`config.mk`:
```
export PLATFORM = sky130hd
export DESIGN_NAME = dmi_unlock_ctrl
export DESIGN_NICKNAME = d
export VERILOG_FILES = /design/src/rtl/dmi_unlock_ctrl.sv
export SDC_FILE = /design/constraint.sdc
export NUM_CORES = 1
export LEC_CHECK = 0
export BUFFER_PORTS_ARGS = -buffer_cell sky130_fd_sc_hd__buf_4
export CORE_AREA = 5 5 415 417
export DETAILED_ROUTE_END_ITERATION = 12
export DIE_AREA = 0 0 420 422
export MAX_ROUTING_LAYER = met4
export PLACE_DENSITY_LB_ADDON = 0.2
export RECOVER_POWER = 50
export SLEW_MARGIN = 20
export SYNTH_ARGS = -nofsm -noshare
export SYNTH_HDL_FRONTEND = slang
export SYNTH_SLANG_ARGS = --single-unit
```
`constraint.sdc`:
```
create_clock -name tck_i -period 2 [get_ports tck_i]
set_input_delay 0.4 -clock tck_i [delete_from_list [all_inputs] [get_ports tck_i]]
set_output_delay 0.4 -clock tck_i [all_outputs]
set_load 0.02 [all_outputs]
```
`src/rtl/dmi_unlock_ctrl.sv`:
```
// rtl/dmi_unlock_ctrl.sv - JTAG debug-unlock sequencer (optional auto-relock via DMI_UNLOCK_RELOCK_EN)
module dmi_unlock_ctrl #(
    parameter int unsigned PW_WORDS       = 2,
    parameter int unsigned MAX_FAILS      = 3,
    parameter int unsigned LOCKOUT_CYCLES = 1024,
    parameter int unsigned RELOCK_CYCLES  = 65536
) (
    input  logic         tck_i,
    input  logic         trst_ni,
    input  logic         pw_valid_i,
    input  logic [31:0]  pw_data_i,
    output logic         pw_ready_o,
    output logic         hash_init_o,
    input  logic         hash_ready_i,
    input  logic         hash_valid_i,
    input  logic [255:0] hash_i,
    input  logic [255:0] exp_hash_i,
    output logic [511:0] message_o,
    input  logic         relock_i,
    output logic         unlock_o,
    output logic         lockout_o,
    output logic [3:0]   fail_cnt_o,
    output logic         busy_o
);

    typedef enum logic [2:0] {
        S_IDLE,
        S_WAIT_RDY,
        S_START_ACK,
        S_WAIT_HASH,
        S_LOCKOUT
    } state_t;

    localparam int unsigned    IDX_W    = (PW_WORDS > 1) ? $clog2(PW_WORDS) : 1;
    localparam int unsigned    LK_W     = (LOCKOUT_CYCLES > 1) ? $clog2(LOCKOUT_CYCLES) : 1;
    localparam logic [IDX_W-1:0] LAST_IDX = IDX_W'(PW_WORDS - 1);
    localparam logic [LK_W-1:0]  LK_LOAD  = LK_W'(LOCKOUT_CYCLES - 1);
    localparam logic [3:0]       FAIL_MAX = 4'(MAX_FAILS);

    if (PW_WORDS < 1 || PW_WORDS > 16 || MAX_FAILS < 1 || MAX_FAILS > 15 ||
        LOCKOUT_CYCLES < 1 || RELOCK_CYCLES < 1 || RELOCK_CYCLES > 131072) begin : g_param_check
        $error("dmi_unlock_ctrl: parameter out of range");
    end

    state_t            state_q, state_d;
    logic              init_q, init_d;
    logic [IDX_W-1:0]  idx_q;
    logic [511:0]      msg_q;
    logic              unlock_q;
    logic [3:0]        fail_q;
    logic [LK_W-1:0]   lk_q;
    logic              rl_expire;

    logic       pw_fire;
    logic       hash_done;
    logic       hash_match;
    logic [3:0] fail_inc;
    logic       enter_lockout;

    assign pw_fire       = pw_valid_i && (state_q == S_IDLE);
    assign hash_done     = hash_valid_i && (state_q == S_WAIT_HASH);
    assign hash_match    = (hash_i == exp_hash_i);
    assign fail_inc      = fail_q + 4'd1;
    assign enter_lockout = hash_done && !hash_match && (fail_inc == FAIL_MAX);

    // State register and registered start pulse
    always_ff @(posedge tck_i or negedge trst_ni) begin
        if (!trst_ni) begin
            state_q <= S_IDLE;
            init_q  <= 1'b0;
        end else begin
            state_q <= state_d;
            init_q  <= init_d;
        end
    end

    // Next-state logic; the start pulse is raised only on the WAIT_RDY exit
    always_comb begin
        state_d = state_q;
        init_d  = 1'b0;
        case (state_q)
            S_IDLE: begin
                if (pw_fire && (idx_q == LAST_IDX)) state_d = S_WAIT_RDY;
            end
            S_WAIT_RDY: begin
                if (hash_ready_i) begin
                    state_d = S_START_ACK;
                    init_d  = 1'b1;
                end
            end
            S_START_ACK: begin
                if (!hash_ready_i) state_d = S_WAIT_HASH;
            end
            S_WAIT_HASH: begin
                if (hash_valid_i) state_d = enter_lockout ? S_LOCKOUT : S_IDLE;
            end
            S_LOCKOUT: begin
                if (lk_q == '0) state_d = S_IDLE;
            end
            default: state_d = S_IDLE;
        endcase
    end

    // Password collection; the message is wiped as soon as the engine returns a result
    always_ff @(posedge tck_i or negedge trst_ni) begin
        if (!trst_ni) begin
            msg_q <= '0;
            idx_q <= '0;
        end else if (hash_done) begin
            msg_q <= '0;
        end else if (pw_fire) begin
            msg_q[{idx_q, 5'd0} +: 32] <= pw_data_i;
            idx_q <= (idx_q == LAST_IDX) ? '0 : idx_q + 1'b1;
        end
    end

    // Lockout timer counts LOCKOUT_CYCLES-1 down to 0
    always_ff @(posedge tck_i or negedge trst_ni) begin
        if (!trst_ni) begin
            lk_q <= '0;
        end else if (enter_lockout) begin
            lk_q <= LK_LOAD;
        end else if ((state_q == S_LOCKOUT) && (lk_q != '0)) begin
            lk_q <= lk_q - 1'b1;
        end
    end

    // Consecutive-mismatch counter, cleared by a match or at the end of lockout
    always_ff @(posedge tck_i or negedge trst_ni) begin
        if (!trst_ni) begin
            fail_q <= '0;
        end else if (hash_done) begin
            fail_q <= hash_match ? 4'd0 : fail_inc;
        end else if ((state_q == S_LOCKOUT) && (lk_q == '0)) begin
            fail_q <= '0;
        end
    end

`ifdef DMI_UNLOCK_RELOCK_EN
    localparam logic [16:0] RL_LOAD = 17'(RELOCK_CYCLES - 1);
    logic [16:0] rl_q;

    // Relock timer: reloaded on every match, runs only while unlocked
    always_ff @(posedge tck_i or negedge trst_ni) begin
        if (!trst_ni) begin
            rl_q <= '0;
        end else if (relock_i) begin
            rl_q <= '0;
        end else if (hash_done) begin
            rl_q <= hash_match ? RL_LOAD : 17'd0;
        end else if (unlock_q && (rl_q != '0)) begin
            rl_q <= rl_q - 17'd1;
        end
    end

    assign rl_expire = unlock_q && (rl_q == '0);
`else
    assign rl_expire = 1'b0;
`endif

    // Unlock flag; an explicit relock beats a same-cycle match
    always_ff @(posedge tck_i or negedge trst_ni) begin
        if (!trst_ni) begin
            unlock_q <= 1'b0;
        end else if (relock_i) begin
            unlock_q <= 1'b0;
        end else if (hash_done) begin
            unlock_q <= hash_match;
        end else if (rl_expire) begin
            unlock_q <= 1'b0;
        end
    end

    assign pw_ready_o  = (state_q == S_IDLE);
    assign busy_o      = (state_q == S_WAIT_RDY) || (state_q == S_START_ACK) ||
                         (state_q == S_WAIT_HASH);
    assign lockout_o   = (state_q == S_LOCKOUT);
    assign hash_init_o = init_q;
    assign message_o   = msg_q;
    assign unlock_o    = unlock_q;
    assign fail_cnt_o  = fail_q;

endmodule

```
==> summary.txt <==
Clock network
  – Htree depth: 3
  – CTS tree: built
  – Clk slew on worst S/H paths: approximately 70 ps
  – Sink Count: between 80 and 90
  – Root Driver: clkbuf_16
  – Worst-Skew Late Latency: approximately 380 ps
  – Clock Tree Buf Depth: 2
  – TritonCTS buffer count: 9

Setup path
  – CP delay by family, top: simple AND/OR/NAND/NOR gates
  – Startpoint types: primary input
  – Buffers and inverters on the worst path: 5
  – Most frequent CP cell: buf_4
  – CP peak stage delay: 360 ps
  – CP max FO: 3
  – CP Capture Type: flip-flop
  – Worst path cell trace: buf_4 -> xor2_1 -> nor4_1 -> buf_4 -> nand4_1 -> nor4_4 -> buf_4 -> nand4_1 -> buf_6 -> nand4_1 -> buf_4 -> o211ai_1
  – Slowest CP cell: nor4_1
  – CP arrival: between 2000 and 2500 ps
  – Type of the worst setup path: in -> reg
  – R2r setup slk: -140 ps
  – Worst EP required: ~2300 ps
  – Critical R2R Launch: lk_q[6]
  – Reg2reg end: lk_q[9]
  – Reg2reg path depth: 7

STA
  – Final Hold Fails: 0
  – Clock Skew: approximately 8.9 ps
  – Worst Tran Pin Value: ~710 ps
  – Worst slew margin relative to its limit: between 50% and 60%
  – Tmin final: 2220 ps
  – RSZ-0062 raised after global routing: yes
  – F_max: 451 MHz
  – # setup viols final: 16
  – Fin crit share: 111%
  – Final setup margin: -217 ps
  – Pins Over Slew Limit: 0

Logic synthesis
  – Mapped cell area: around 9600 sq um
  – Yosys top cell area share: 34.9%
  – Post-synthesis sequential area ratio: between 20% and 30%
  – Leading area contributor after synthesis: buf_4
  – Post-synth cell types: 33
  – Largest cells by area after synthesis: buf_4 35%, xor2_1 24%, dfrtp_1 22%, nand2_1 5.8%, nor4_1 4.5%
  – Main synth FF type: dfrtp_1
  – Synthesis-stage register bit count: 84
  – Post-synthesis instance total: around 1,200
  – Synthesized area per cell: ~8.2 sq um
  – Synth top cells by count: 448 x buf_4, 260 x xor2_1, 149 x nand2_1, 84 x dfrtp_1, 69 x nor4_1
  – Synth warnings: 0
  – Post-synth ARST share: between 90% and 100%
  – EDFF count, synth: 0
  – Most frequent cell after synthesis: buf_4

Floorplanning
  – IO Count: between 1,000 and 1,500
  – Core area: 168,000 sq um
  – Die area: 177,000 sq um
  – Die height: approximately 420 um
  – Die W: 420 um
  – Rows: approximately 150
  – Starting Density: around 5.7%

Hold path
  – Hold Path Depth: 2
  – Critical hold path startpoint: relock_i
  – Hold EP: unlock_o
  – Hold crit path type: in -> reg

Drt
  – Post-Route WL: approximately 54,000 um
  – Remaining antenna violation count after routing: 0
  – Vias/cell: 2.10
  – First-iteration detailed-routing DRC count: between 200 and 300
  – # DRC: 0
  – Vias: 8,583
  – 1st-pass router iterations: 4
  – Post-DR wirelength/cell: roughly 13 um

Place
  – Final Wtd Congestion: approximately 0.83
  – Cell Area, Placed: approximately 16,000 sq um
  – Post-DP HPWL: around 50,000 um
  – Pre-CTS setup slack: -1150 ps
  – Port Buffers: roughly 620

Layout
  – Fraction of layout cells with a size suffix above 1: about 40%
  – Finished Cell Area: about 17,000 sq um
  – Area Growth Syn to Fin: 71.7%
  – Final #Nets: 2,407

Run
  – Max-cap violations: 0

Global route
  – First-pass GRT wire length: 70,000 um
  – Antenna violations before repair: 4
  – Grt peak-use layer: met2
  – Total gr overflow: 0
  – GR Util met1: 6.94%
  – Largest net degree at the start of global routing: 65
  – Overall Global Routing Usage: under 10%
  – Vias in the first global route: 8,830
  – Grt met2 use: between 10% and 20%
  – Met3 global-route usage: 0.823%

Pwr
  – Leakage power: slightly below 8 nW
  – Peak supply drop: roughly 0.4 mV
  – Power Dens Cells: between 300 and 400 nW/um^2

Run status
  – Outcome: finished, violations left
  – Failing checks: negative setup slack
==> placed cells by master (no fill, tap or decap), drive strengths merged <==
master	n
or3	2
nand4	18
nor2b	1
or4	2
dlygate4sd3	1
bufinv	1
nand2	149
buf	662
xnor2	8
o211ai	1
clkbuf	41
clkinvlp	1
o31ai	2
inv	6
o21ai	35
and2	1
nor2	9
ha	3
a211oi	1
nand4b	1
dfrtp	84
nand3	35
o22ai	1
nor3	4
and3	1
a31oi	1
nor4	69
a21oi	5
diode	3
nor3b	1
conb	448
nand2b	2
clkinv	3
xor2	260
==> routing by layer <==
layer	wire length (um)	part of all wire (%)
met1	21700	40
met2	29700	54
met3	2650	4.9
met4	422	0.78
met5	0	0
==> worst register-to-register path, stage by stage (launching register included) <==
cell     delay [ps]
dfrtp_1         380
or4_4           550
or3_4           370
o31ai_4         250
or4_4           200
nor2_1           50
xnor2_1         160
nand2_2          70
==> layout make-up <==
cell class	instances	area, sq um
multi-input combinational	1060	6080
antenna	3	7.51
clock inverter	5	60.1
tap	2218	2780
inverter	6	22.5
timing repair buffer	693	5240
fill	19600	152000
clock buffer	11	253
sequential	84	2100
==> through the flow <==
step	utilization (%)	std cells	TNS [ps]	hold slack [ps]	total power, mW
after floorplan	-	1619	-587	104	3.50
after global placement	9.48	4057	-17320	333	4.04
after detailed placement	9.48	4057	-17460	331	4.04
after CTS	9.83	4075	-3350	183	6.04
after global routing	9.82	4079	-6810	201	6.28
final	9.82	4080	-2930	218	5.94
==> timing repair <==
item	in CTS	in global routing
hold buffers	1	0
hold endpoints to repair	19	0
gates resized for setup	41	20
setup endpoints to repair	16	16
pin swaps	30	6
setup buffers	1	2
==> kinds of logic (layout without fill, tap and decap cells) <==
logic type	after synthesis	count (layout)	share of synthesized area, %
flops	84	84	21.8
other cells	1	451	0.0389
simple gates	295	295	14.7
compound gates	46	46	2.66
fa+ha+maj	3	3	0.390
xor+xnor	268	268	24.4
buf+inv	475	715	36.0
==> state kept, by name (all words and copies together) (netlist names) <==
name	count
lk_q	10
unlock_o	1
state_q	3
fail_cnt_o	4
message_o	64
idx_q	1
hash_init_o	1
==> power breakdown <==
| part | internal (mW) | leakage, nW | switching (mW) |
|---|---|---|---|
| sequential | 1.70 | 1.13 | 0 |
| combinational | 0.974 | 6.50 | 1.40 |
| clock | 1.04 | 0.152 | 0.822 |
| total | 3.71 | 7.78 | 2.23 |
==> worst max-delay path by stage <==
| stage | start | end | slack [ps] | depth (start not counted) |
|---|---|---|---|---|
| 6_report | hash_i[76] | lk_q[1] | -220 | 12 |
| 5_1_grt | hash_i[112] | lk_q[7] | -340 | 13 |
| 4_1_cts | hash_i[4] | lk_q[5] | -240 | 12 |
| 3_5_place_dp | exp_hash_i[221] | state_q[2] | -1150 | 11 |
| 3_3_place_gp | exp_hash_i[126] | fail_cnt_o[2] | -1170 | 11 |
| 2_1_floorplan | lk_q[6] | lk_q[5] | -120 | 7 |
Power figures use the tool's default switching activity.
